--- src/rtl/pipelined_cla_addsub.sv ---
// Pipelined carry-lookahead adder/subtractor: one SEG-bit segment per stage,
// registered inter-segment carry, valid/ready flow control and ALU flags.
module pipelined_cla_addsub #(
  parameter int WIDTH = 32,
  parameter int SEG   = 16,
  parameter int TAG_W = 5
) (
  input  logic             clk,
  input  logic             rst_n,
  input  logic             flush,
  input  logic             in_valid,
  output logic             in_ready,
  input  logic [WIDTH-1:0] in_a,
  input  logic [WIDTH-1:0] in_b,
  input  logic             in_sub,
  input  logic [TAG_W-1:0] in_tag,
  output logic             out_valid,
  input  logic             out_ready,
  output logic [WIDTH-1:0] out_sum,
  output logic             out_co,
  output logic             out_ovf,
  output logic             out_zero,
  output logic             out_neg,
  output logic [TAG_W-1:0] out_tag
);

  localparam int N  = WIDTH / SEG;
  localparam int G  = SEG / 4;
  localparam int NB = (G + 3) / 4;
  localparam int NS = (N > 1) ? N - 1 : 1;

  function automatic logic [4:0] carry4(input logic [3:0] gv, input logic [3:0] pv,
                                        input logic cin);
    logic [4:0] c;
    c[0] = cin;
    c[1] = gv[0] | (pv[0] & cin);
    c[2] = gv[1] | (pv[1] & gv[0]) | (pv[1] & pv[0] & cin);
    c[3] = gv[2] | (pv[2] & gv[1]) | (pv[2] & pv[1] & gv[0]) | (pv[2] & pv[1] & pv[0] & cin);
    c[4] = gv[3] | (pv[3] & gv[2]) | (pv[3] & pv[2] & gv[1]) | (pv[3] & pv[2] & pv[1] & gv[0])
         | (&pv & cin);
    return c;
  endfunction

  // Bits -> 4-bit groups -> blocks of 4 groups, each level a flat lookahead; returns {cout, sum}.
  function automatic logic [SEG:0] cla_seg(input logic [SEG-1:0] a, input logic [SEG-1:0] b,
                                           input logic cin);
    logic [SEG-1:0]  p, g, c;
    logic [4*NB-1:0] gg, gp, gcar;
    logic [NB-1:0]   bg, bp;
    logic [NB:0]     bc;
    logic [4:0]      t;
    logic            r, term;
    p  = a ^ b;
    g  = a & b;
    gg = '0;
    gp = '1;
    for (int i = 0; i < G; i++) begin
      t     = carry4(g[4*i +: 4], p[4*i +: 4], 1'b0);
      gg[i] = t[4];
      gp[i] = &p[4*i +: 4];
    end
    for (int blk = 0; blk < NB; blk++) begin
      t       = carry4(gg[4*blk +: 4], gp[4*blk +: 4], 1'b0);
      bg[blk] = t[4];
      bp[blk] = &gp[4*blk +: 4];
    end
    for (int j = 0; j <= NB; j++) begin
      r = cin;
      for (int m = 0; m < j; m++) r = r & bp[m];
      for (int m = 0; m < j; m++) begin
        term = bg[m];
        for (int q = m + 1; q < j; q++) term = term & bp[q];
        r = r | term;
      end
      bc[j] = r;
    end
    for (int blk = 0; blk < NB; blk++) begin
      t                 = carry4(gg[4*blk +: 4], gp[4*blk +: 4], bc[blk]);
      gcar[4*blk +: 4]  = t[3:0];
    end
    for (int i = 0; i < G; i++) begin
      t            = carry4(g[4*i +: 4], p[4*i +: 4], gcar[i]);
      c[4*i +: 4]  = t[3:0];
    end
    return {bc[NB], p ^ c};
  endfunction

  logic [WIDTH-1:0] a_q [NS];
  logic [WIDTH-1:0] b_q [NS];
  logic [WIDTH-1:0] sum_q [NS];
  logic             carry_q [NS];
  logic [TAG_W-1:0] tag_q [NS];
  logic [N-1:0]     v_q, v_d;
  logic [WIDTH-1:0] out_sum_q;
  logic [TAG_W-1:0] out_tag_q;
  logic             co_q, ovf_q, zero_q, neg_q;

  logic [WIDTH-1:0] a_d [N];
  logic [WIDTH-1:0] b_d [N];
  logic [WIDTH-1:0] sum_d [N];
  logic             carry_d [N];
  logic             cin_d [N];
  logic [TAG_W-1:0] tag_d [N];
  logic [SEG:0]     seg_res [N];
  logic             advance, accept, co_d, ovf_d, zero_d, neg_d;

  always_comb begin
    advance = !v_q[N-1] || out_ready;
    accept  = in_valid && advance && !flush;
    v_d     = v_q;
    v_d[0]  = accept;
    for (int k = 1; k < N; k++) v_d[k] = v_q[k-1];

    a_d[0]   = in_a;
    b_d[0]   = in_b ^ {WIDTH{in_sub}};
    cin_d[0] = in_sub;
    sum_d[0] = '0;
    tag_d[0] = in_tag;
    for (int k = 1; k < N; k++) begin
      a_d[k]   = a_q[k-1];
      b_d[k]   = b_q[k-1];
      cin_d[k] = carry_q[k-1];
      sum_d[k] = sum_q[k-1];
      tag_d[k] = tag_q[k-1];
    end
    // Each stage fills in its own slice; lower slices ride along already resolved.
    for (int k = 0; k < N; k++) begin
      seg_res[k]               = cla_seg(a_d[k][k*SEG +: SEG], b_d[k][k*SEG +: SEG], cin_d[k]);
      sum_d[k][k*SEG +: SEG]   = seg_res[k][SEG-1:0];
      carry_d[k]               = seg_res[k][SEG];
    end

    co_d   = carry_d[N-1];
    ovf_d  = (a_d[N-1][WIDTH-1] ~^ b_d[N-1][WIDTH-1]) & (a_d[N-1][WIDTH-1] ^ sum_d[N-1][WIDTH-1]);
    zero_d = ~|sum_d[N-1];
    neg_d  = sum_d[N-1][WIDTH-1];
  end

  always_ff @(posedge clk or negedge rst_n) begin
    if (!rst_n) begin
      v_q       <= '0;
      out_sum_q <= '0;
      out_tag_q <= '0;
      co_q      <= 1'b0;
      ovf_q     <= 1'b0;
      zero_q    <= 1'b0;
      neg_q     <= 1'b0;
      for (int k = 0; k < NS; k++) begin
        a_q[k]     <= '0;
        b_q[k]     <= '0;
        sum_q[k]   <= '0;
        carry_q[k] <= 1'b0;
        tag_q[k]   <= '0;
      end
    end else begin
      if (flush)        v_q <= '0;
      else if (advance) v_q <= v_d;
      if (advance) begin
        for (int k = 0; k < N - 1; k++) begin
          a_q[k]     <= a_d[k];
          b_q[k]     <= b_d[k];
          sum_q[k]   <= sum_d[k];
          carry_q[k] <= carry_d[k];
          tag_q[k]   <= tag_d[k];
        end
        out_sum_q <= sum_d[N-1];
        out_tag_q <= tag_d[N-1];
        co_q      <= co_d;
        ovf_q     <= ovf_d;
        zero_q    <= zero_d;
        neg_q     <= neg_d;
      end
    end
  end

  assign in_ready  = advance && !flush;
  assign out_valid = v_q[N-1];
  assign out_sum   = out_sum_q;
  assign out_tag   = out_tag_q;
  assign out_co    = co_q;
  assign out_ovf   = ovf_q;
  assign out_zero  = zero_q;
  assign out_neg   = neg_q;

endmodule

--- config.mk ---
export PLATFORM = sky130hd
export DESIGN_NAME = pipelined_cla_addsub
export DESIGN_NICKNAME = d
export VERILOG_FILES = /design/src/rtl/pipelined_cla_addsub.sv
export SDC_FILE = /design/constraint.sdc
export NUM_CORES = 1
export LEC_CHECK = 0
export ABC_CLOCK_PERIOD_IN_PS = 3600
export CAP_MARGIN = 25
export CORE_MARGIN = 2
export CORE_UTILIZATION = 58
export DETAILED_ROUTE_END_ITERATION = 8
export DONT_BUFFER_PORTS = 1
export PLACE_DENSITY = 0.75
export REMOVE_ABC_BUFFERS = 1
export SLEW_MARGIN = 10
export SYNTH_ARGS = -nofsm -noshare
export SYNTH_HDL_FRONTEND = slang
export SYNTH_SLANG_ARGS = --single-unit
--- constraint.sdc ---
create_clock -name clk -period 3.6 [get_ports clk]
set_input_delay 0.72 -clock clk [delete_from_list [all_inputs] [get_ports clk]]
set_output_delay 0.72 -clock clk [all_outputs]
set_load 0.03 [all_outputs]
==> flow_summary.yaml, run 1 <==
placement:
  placed_area_um2: 5270
  routabilityCongestion: 0.878
  port_buffers: 0
  place_ws_ns: 0.123
  dpl.hpwl_um: 7610
setup_path:
  startpoint_type: "flip-flop"
  worstSetupPathType: "flip-flop to flip-flop"
  critical_path.max_stage_delay_ns: 0.46
  crit_chain: "ha_1 > a2111oi_2 > o21ai_1 > a31oi_1 > o21bai_1 > a21o_1 > fa_1 > nor4_1 > nand4_1 > nor4_2 > nand3_1 > a211oi_1 > a22o_1"
  worst_ep_arrival_time_ns: 3.52
  end_kind: "flip-flop"
  worst_ep_required_time_ns: 3.89
  critPathMaxFanout: 4
  critical_path.slowest_cell: "fa_1"
synthesis:
  async_flop_share_pct: 100
  synth.avg_cell_area_um2: 9.15
  synth-edff-count: 0
  synth_cell_types: 43
  yosys_warnings: 0
  synth-seq-area-share_pct: 46.2
  synthFlopType: "dfrtp_1"
  synth_cells: 569
  syn_area_um2: 5200
  ys_ff_latch: 96
sta:
  final.setup.worst_slack_ns: 0.370
  fmax_mhz: 310
  rsz0062_at_grt: "false"
  worst_slew_pin_slew_ns: 0.898
  finalMaxSlewViolations: 0
  finalHoldViolations: 0
  period_share_pct: 89.7
  timing.slew.headroom_pct: 40.1
  clock_skew_ns: 0.0126
  fin_setup_tns_ns: 0
  fin_crit_ns: 3.23
  final-setup-viol-count: 0
cells_and_area:
  layout_common_cells: "nand2_1, dfrtp_1, a21oi_1, nor2_1, xnor2_1"
  num_antenna_cells: 0
  layout_commonest_cell: "nand2_1"
  fin_area_um2: 5530
  layout.nets: 671
  layout-drive-gt1-share_pct: 5.17
  fillCellCount: 734
  syn2layout_area_growth_pct: 6.23
die:
  die_y_um: 98.7
  fp.coreArea_um2: 8720
  die_x_um: 98.7
  start_util_pct: 59.7
  die_area_um2: 9750
  io_pins: 118
  row_count: 34
global_route:
  antenna_found_initial: 0
  grt_max_degree: 97
  grt_usage_pct: 22.6
  grt_pass1_wl_um: 17500
  gr-total-overflow: 0
  grt_pass1_vias: 3756
detailed_routing:
  antenna_left: 0
  viasPerCell: 5.60
  drc: 0
  drt-initial-drc-count: 137
  drt_first_pass_iters: 4
  routedWlPerCell_um: 15.7
  wirelength_um: 10500
  vias: 3746
clocking:
  cts_tree: "done"
  cts_setup_buffers: 0
  cts_sinks: 96
  htreeDepth: 3
  root_buffer: "clkbuf_8"
  cts_buffer_depth: 2
  numCtsBuffers: 9
  cts_resized: 0
  clk_pin_slew_ns: 0.09
  clock_latency_ns: 0.36
  hold_buffers: 0
pwr:
  fin_total_pwr_mw: 3.36
  powerDensity_nw_per_um2: 607
  peakVddDrop_mv: 0.274
  power_leakage_nw: 2.54
flow_run:
  max-cap-violations: 0
worst_hold_path:
  worstHoldPathType: "input pin to asynchronous set/reset pin"
status:
  outcome: "complete, no violations"
==> worst max-delay path, delay by kind of cell (launching register included) <==
| kind | cells | cell delay (ns) |
|---|---|---|
| AOI/OAI and AO/OA | 7 | 1.34 |
| adders and majority gates | 2 | 0.82 |
| and+or+nand+nor | 4 | 0.60 |
| DFF | 1 | 0.39 |
==> power by group <==
| part | internal [mW] | switching, mW | total [mW] | leakage, nW |
|---|---|---|---|---|
| clock network | 0.477 | 0.367 | 0.843 | 0.115 |
| registers | 1.32 | 0.491 | 1.81 | 1.13 |
| logic | 0.323 | 0.382 | 0.705 | 1.30 |
==> metal layers <==
metal / vias to the layer above / wire [um] / track usage (%)
met3: 13 / 587 / 5.32
met5: - / 0 / 0
li1: 1852 / - / -
met1: 1787 / 4460 / 28.5
met2: 94 / 5300 / 38.5
met4: 0 / 162 / 7.59
==> cells in the mapped netlist (2+ instances only) <==
cell,count,share of area [%]
nand2_1,169,12
dfrtp_1,96,46
a21oi_1,34,3.3
nor2_1,34,2.5
xnor2_1,33,5.6
ha_1,32,7.7
o21ai_0,32,3.1
xor2_1,26,4.4
clkbuf_1,22,1.6
inv_1,13,0.94
nor3_1,8,0.77
fa_1,7,2.7
a211oi_1,4,0.58
a21o_1,4,0.58
a31oi_1,4,0.48
nor4_1,4,0.48
o21a_1,4,0.58
mux2i_1,3,0.58
nand2b_1,3,0.36
nand3_1,3,0.29
nand4_1,3,0.36
o21bai_1,3,0.43
a2111oi_0,2,0.34
a21boi_0,2,0.29
buf_1,2,0.14
nor2b_1,2,0.24
o21ba_2,2,0.38
o31ai_1,2,0.29
or4_1,2,0.29
==> flip-flops by register name, summed over array words and instances, names as in the netlist <==
register,cells
out_co,1
v_q,2
out_zero,1
carry_q,1
out_tag,5
b_q,16
a_q,16
out_sum,31
tag_q,5
out_neg,1
out_ovf,1
sum_q,16
==> final timing paths <==
path,start,end,slack (ns),cells after the start
max in group asynchronous,rst_n,a_q[20]$_DFFE_PN0N_,3.43,0
worst max register to register,a_q[21]$_DFFE_PN0N_,out_zero$_DFFE_PN0N_,0.37,13
worst max-delay path,a_q[21]$_DFFE_PN0N_,out_zero$_DFFE_PN0N_,0.37,13
min in group clk,flush,v_q[0]$_DFFE_PN0P_,0.41,1
worst min register to register,tag_q[3]$_DFFE_PN0N_,tag_q[3]$_DFFE_PN0N_,0.47,2
worst min-delay path,rst_n,out_ovf$_DFFE_PN0N_,0.04,0
==> logic make-up after synthesis <==
group                      Yosys count  synth area share (%)
AOI/OAI and AO/OA                  100                  11.8
xor gates and xnor gates            59                  9.93
adders and majority gates           39                  10.4
buffers and inverters               39                  3.03
DFF                                 96                  46.2
muxes                                3                 0.577
and+or+nand+nor                    233                  18.1
==> per-stage QoR <==
step	hold WS [ns]	cells	utilization (%)
5_1_grt	0.0205	669	63.4
3_3_place_gp	0.427	654	60.4
2_1_floorplan	0.424	543	-
3_5_place_dp	0.427	654	60.4
4_1_cts	0.0264	669	63.2
6_report	0.0429	669	63.4
==> layout make-up <==
class                   instances  area [um^2]  area share, %
multi-input cells             434         2680           48.4
flip-flops and latches         96         2400           43.4
clock buffers                  10          138           2.49
well taps                     108          135           2.44
clock inverters                 5          105           1.90
inverters                      13         48.8          0.883
repair buffers                  3         22.5          0.407
No activity file was read; power rests on OpenSTA's default activity.
==> inputs of run 2 (changes only) <==
--- a/config.mk
+++ b/config.mk
@@ -7,12 +7,13 @@
 export LEC_CHECK = 0
 export ABC_CLOCK_PERIOD_IN_PS = 3600
 export CAP_MARGIN = 25
-export CORE_MARGIN = 2
-export CORE_UTILIZATION = 58
+export CORE_MARGIN = 10
+export CORE_UTILIZATION = 29
 export DETAILED_ROUTE_END_ITERATION = 8
 export DONT_BUFFER_PORTS = 1
-export PLACE_DENSITY = 0.75
+export PLACE_DENSITY = 0.43
 export REMOVE_ABC_BUFFERS = 1
+export SETUP_SLACK_MARGIN = 0.1
 export SLEW_MARGIN = 10
 export SYNTH_ARGS = -nofsm -noshare
 export SYNTH_HDL_FRONTEND = slang
==> run 2 against run 1 <==
Combinational power up 4.7%; register-to-register slack better by 0.02 ns; clock power up 16%; largest power group unchanged; critical path type unchanged; fmax up 0.54%; largest cell class unchanged; cell count up 18%; clock skew down 0.0043 ns.
==> flow_summary.yaml, run 2 (same netlist as run 1, synthesis figures left out) <==
status:
  outcome: "complete, no violations"
detailed_routing:
  antenna_left: 0
  drt-initial-drc-count: 174
  viasPerCell: 4.69
  routedWlPerCell_um: 17.0
  drt_first_pass_iters: 4
  drc: 0
  wirelength_um: 13400
  vias: 3702
die:
  io_pins: 118
  row_count: 48
  die_y_um: 154
  fp.coreArea_um2: 17400
  die_area_um2: 23700
  start_util_pct: 29.9
  die_x_um: 154
setup_path:
  cp_common_cell: "a211oi_1"
  startpoint_type: "flip-flop"
  critPathMaxFanout: 2
  end_kind: "flip-flop"
  critical_path.max_stage_delay_ns: 0.39
  critical_path.slowest_cell: "a211oi_1"
  rr_endpoint: "out_zero$_DFFE_PN0N_"
  reg2reg_from: "a_q[16]$_DFFE_PN0N_"
  worstSetupPathType: "flip-flop to flip-flop"
  reg2reg_depth: 12
  path_delay_family: "compound AO/OA/AOI/OAI gates"
  worst_ep_required_time_ns: 3.88
  regToRegSetupSlack_ns: 0.39
  worst_ep_arrival_time_ns: 3.50
  crit_chain: "ha_1 > a211oi_1 > buf_4 > o21bai_1 > a21o_1 > fa_1 > xnor2_1 > nand4_1 > nor4_2 > nand3_1 > a211oi_1 > a22o_1"
  cp_num_buf_inv: 1
pwr:
  pwr-share-comb_pct: 20.8
  switchingPower_mw: 1.32
  p_seq_share_pct: 51.6
  peakVddDrop_mv: 0.293
  power_leakage_nw: 2.60
  p_sw_share_pct: 37.3
  clockPowerShare_pct: 27.6
  powerDensity_nw_per_um2: 611
  internal-power_mw: 2.22
global_route:
  grt_max_degree: 97
  gr-total-overflow: 0
  antenna_found_initial: 1
  grt_usage_pct: 11.4
  grt_pass1_vias: 3819
  grt_pass1_wl_um: 21500
placement:
  dp_cells: 772
  place_ws_ns: 0.0304
  placed_area_um2: 5420
  routabilityCongestion: 0.751
  port_buffers: 0
  dpl.hpwl_um: 9850
flow_run:
  max-cap-violations: 0
sta:
  finalHoldViolations: 0
  holdWs_ns: 0.0681
  worst_slew_pin_slew_ns: 0.696
  timing.slew.headroom_pct: 53.6
  fin_crit_ns: 3.21
  final-setup-viol-count: 0
  rsz0062_at_grt: "false"
  fmax_mhz: 311
  final.setup.worst_slack_ns: 0.387
  finalMaxSlewViolations: 0
  clock_skew_ns: 0.00833
  period_share_pct: 89.2
cells_and_area:
  layout-drive-gt1-share_pct: 6.21
  multiInputGateArea_um2: 2710
  layout.nets: 675
  fin_area_um2: 5810
  stdcell_count: 790
  layout_common_cells: "nand2_1, dfrtp_1, a21oi_1, nor2_1, xnor2_1"
  syn2layout_area_growth_pct: 11.6
  layout_commonest_cell: "nand2_1"
  regArea_um2: 2400
  largest_reg_flops: 31
  fillCellCount: 1821
clocking:
  clk_pin_slew_ns: 0.07
  cts_buffer_depth: 2
  htreeDepth: 3
  cts_sinks: 96
  hold_buffers: 0
  root_buffer: "clkbuf_16"
  clock_latency_ns: 0.35
  numCtsBuffers: 9
  cts_tree: "done"
worst_hold_path:
  worstHoldPathType: "input pin to asynchronous set/reset pin"
## run 2: cell count changes in the layout (fill, tap and decap cells not counted), moves of 2 or more
cell       before  now
clkbuf_16       0    9
clkbuf_8       10    2
buf_4           3    6
a31oi_1         4    2
a31oi_2         0    2
bufinv_16       3    1
## run 2: routing by layer
layer | global-route usage, % | vias to the layer above | routed length [um]
met1 | 13.4 | 1741 | 5760
li1 | - | 1863 | -
met4 | 4.95 | 0 | 262
met2 | 17.9 | 85 | 6240
met5 | 0 | - | 0
met3 | 4.88 | 13 | 1150
## run 2: area by class of cell
cell class / count / share of cell area [%]
antenna: 1 / 0.0431
clock buffer: 11 / 4.35
clock inverter: 3 / 0.732
inverter: 13 / 0.840
multi-input combinational: 434 / 46.6
sequential: 96 / 41.3
tap: 225 / 4.84
timing repair buffer: 7 / 1.25
## run 2: worst max-delay path by stage
stage	start	end	slack (ns)	cells after the start
5_1_grt	a_q[21]$_DFFE_PN0N_	out_zero$_DFFE_PN0N_	0.15	13
3_5_place_dp	a_q[21]$_DFFE_PN0N_	out_zero$_DFFE_PN0N_	0.03	13
3_3_place_gp	a_q[21]$_DFFE_PN0N_	out_zero$_DFFE_PN0N_	0.04	13
6_report	a_q[16]$_DFFE_PN0N_	out_zero$_DFFE_PN0N_	0.39	12
2_1_floorplan	out_ready	in_ready	-1.76	2
4_1_cts	a_q[21]$_DFFE_PN0N_	out_zero$_DFFE_PN0N_	0.12	13
## run 2: repair_timing
| action | 4_1_cts | 5_1_grt |
|---|---|---|
| gates cloned | 0 | 0 |
| setup endpoints to repair | 1 | 1 |
| resized for setup | 4 | 5 |
| pin swaps | 1 | 2 |
| buffers inserted | 1 | 1 |
## run 2: stage by stage
stage          power, mW  util (%)  setup TNS, ns
5_1_grt             3.79      33.3              0
2_1_floorplan       2.34         -         -52.61
3_5_place_dp        2.59      31.1              0
6_report            3.55      33.4              0
4_1_cts             3.60      33.0              0
3_3_place_gp        2.58      31.1              0
## run 2: power groups by stage
stage,sequential (mW),combinational [mW],clock [mW]
after floorplan,1.77,0.565,0
after global placement,1.87,0.709,0
after detailed placement,1.87,0.718,0
after CTS,1.85,0.731,1.02
after global routing,1.88,0.846,1.07
final,1.83,0.738,0.978
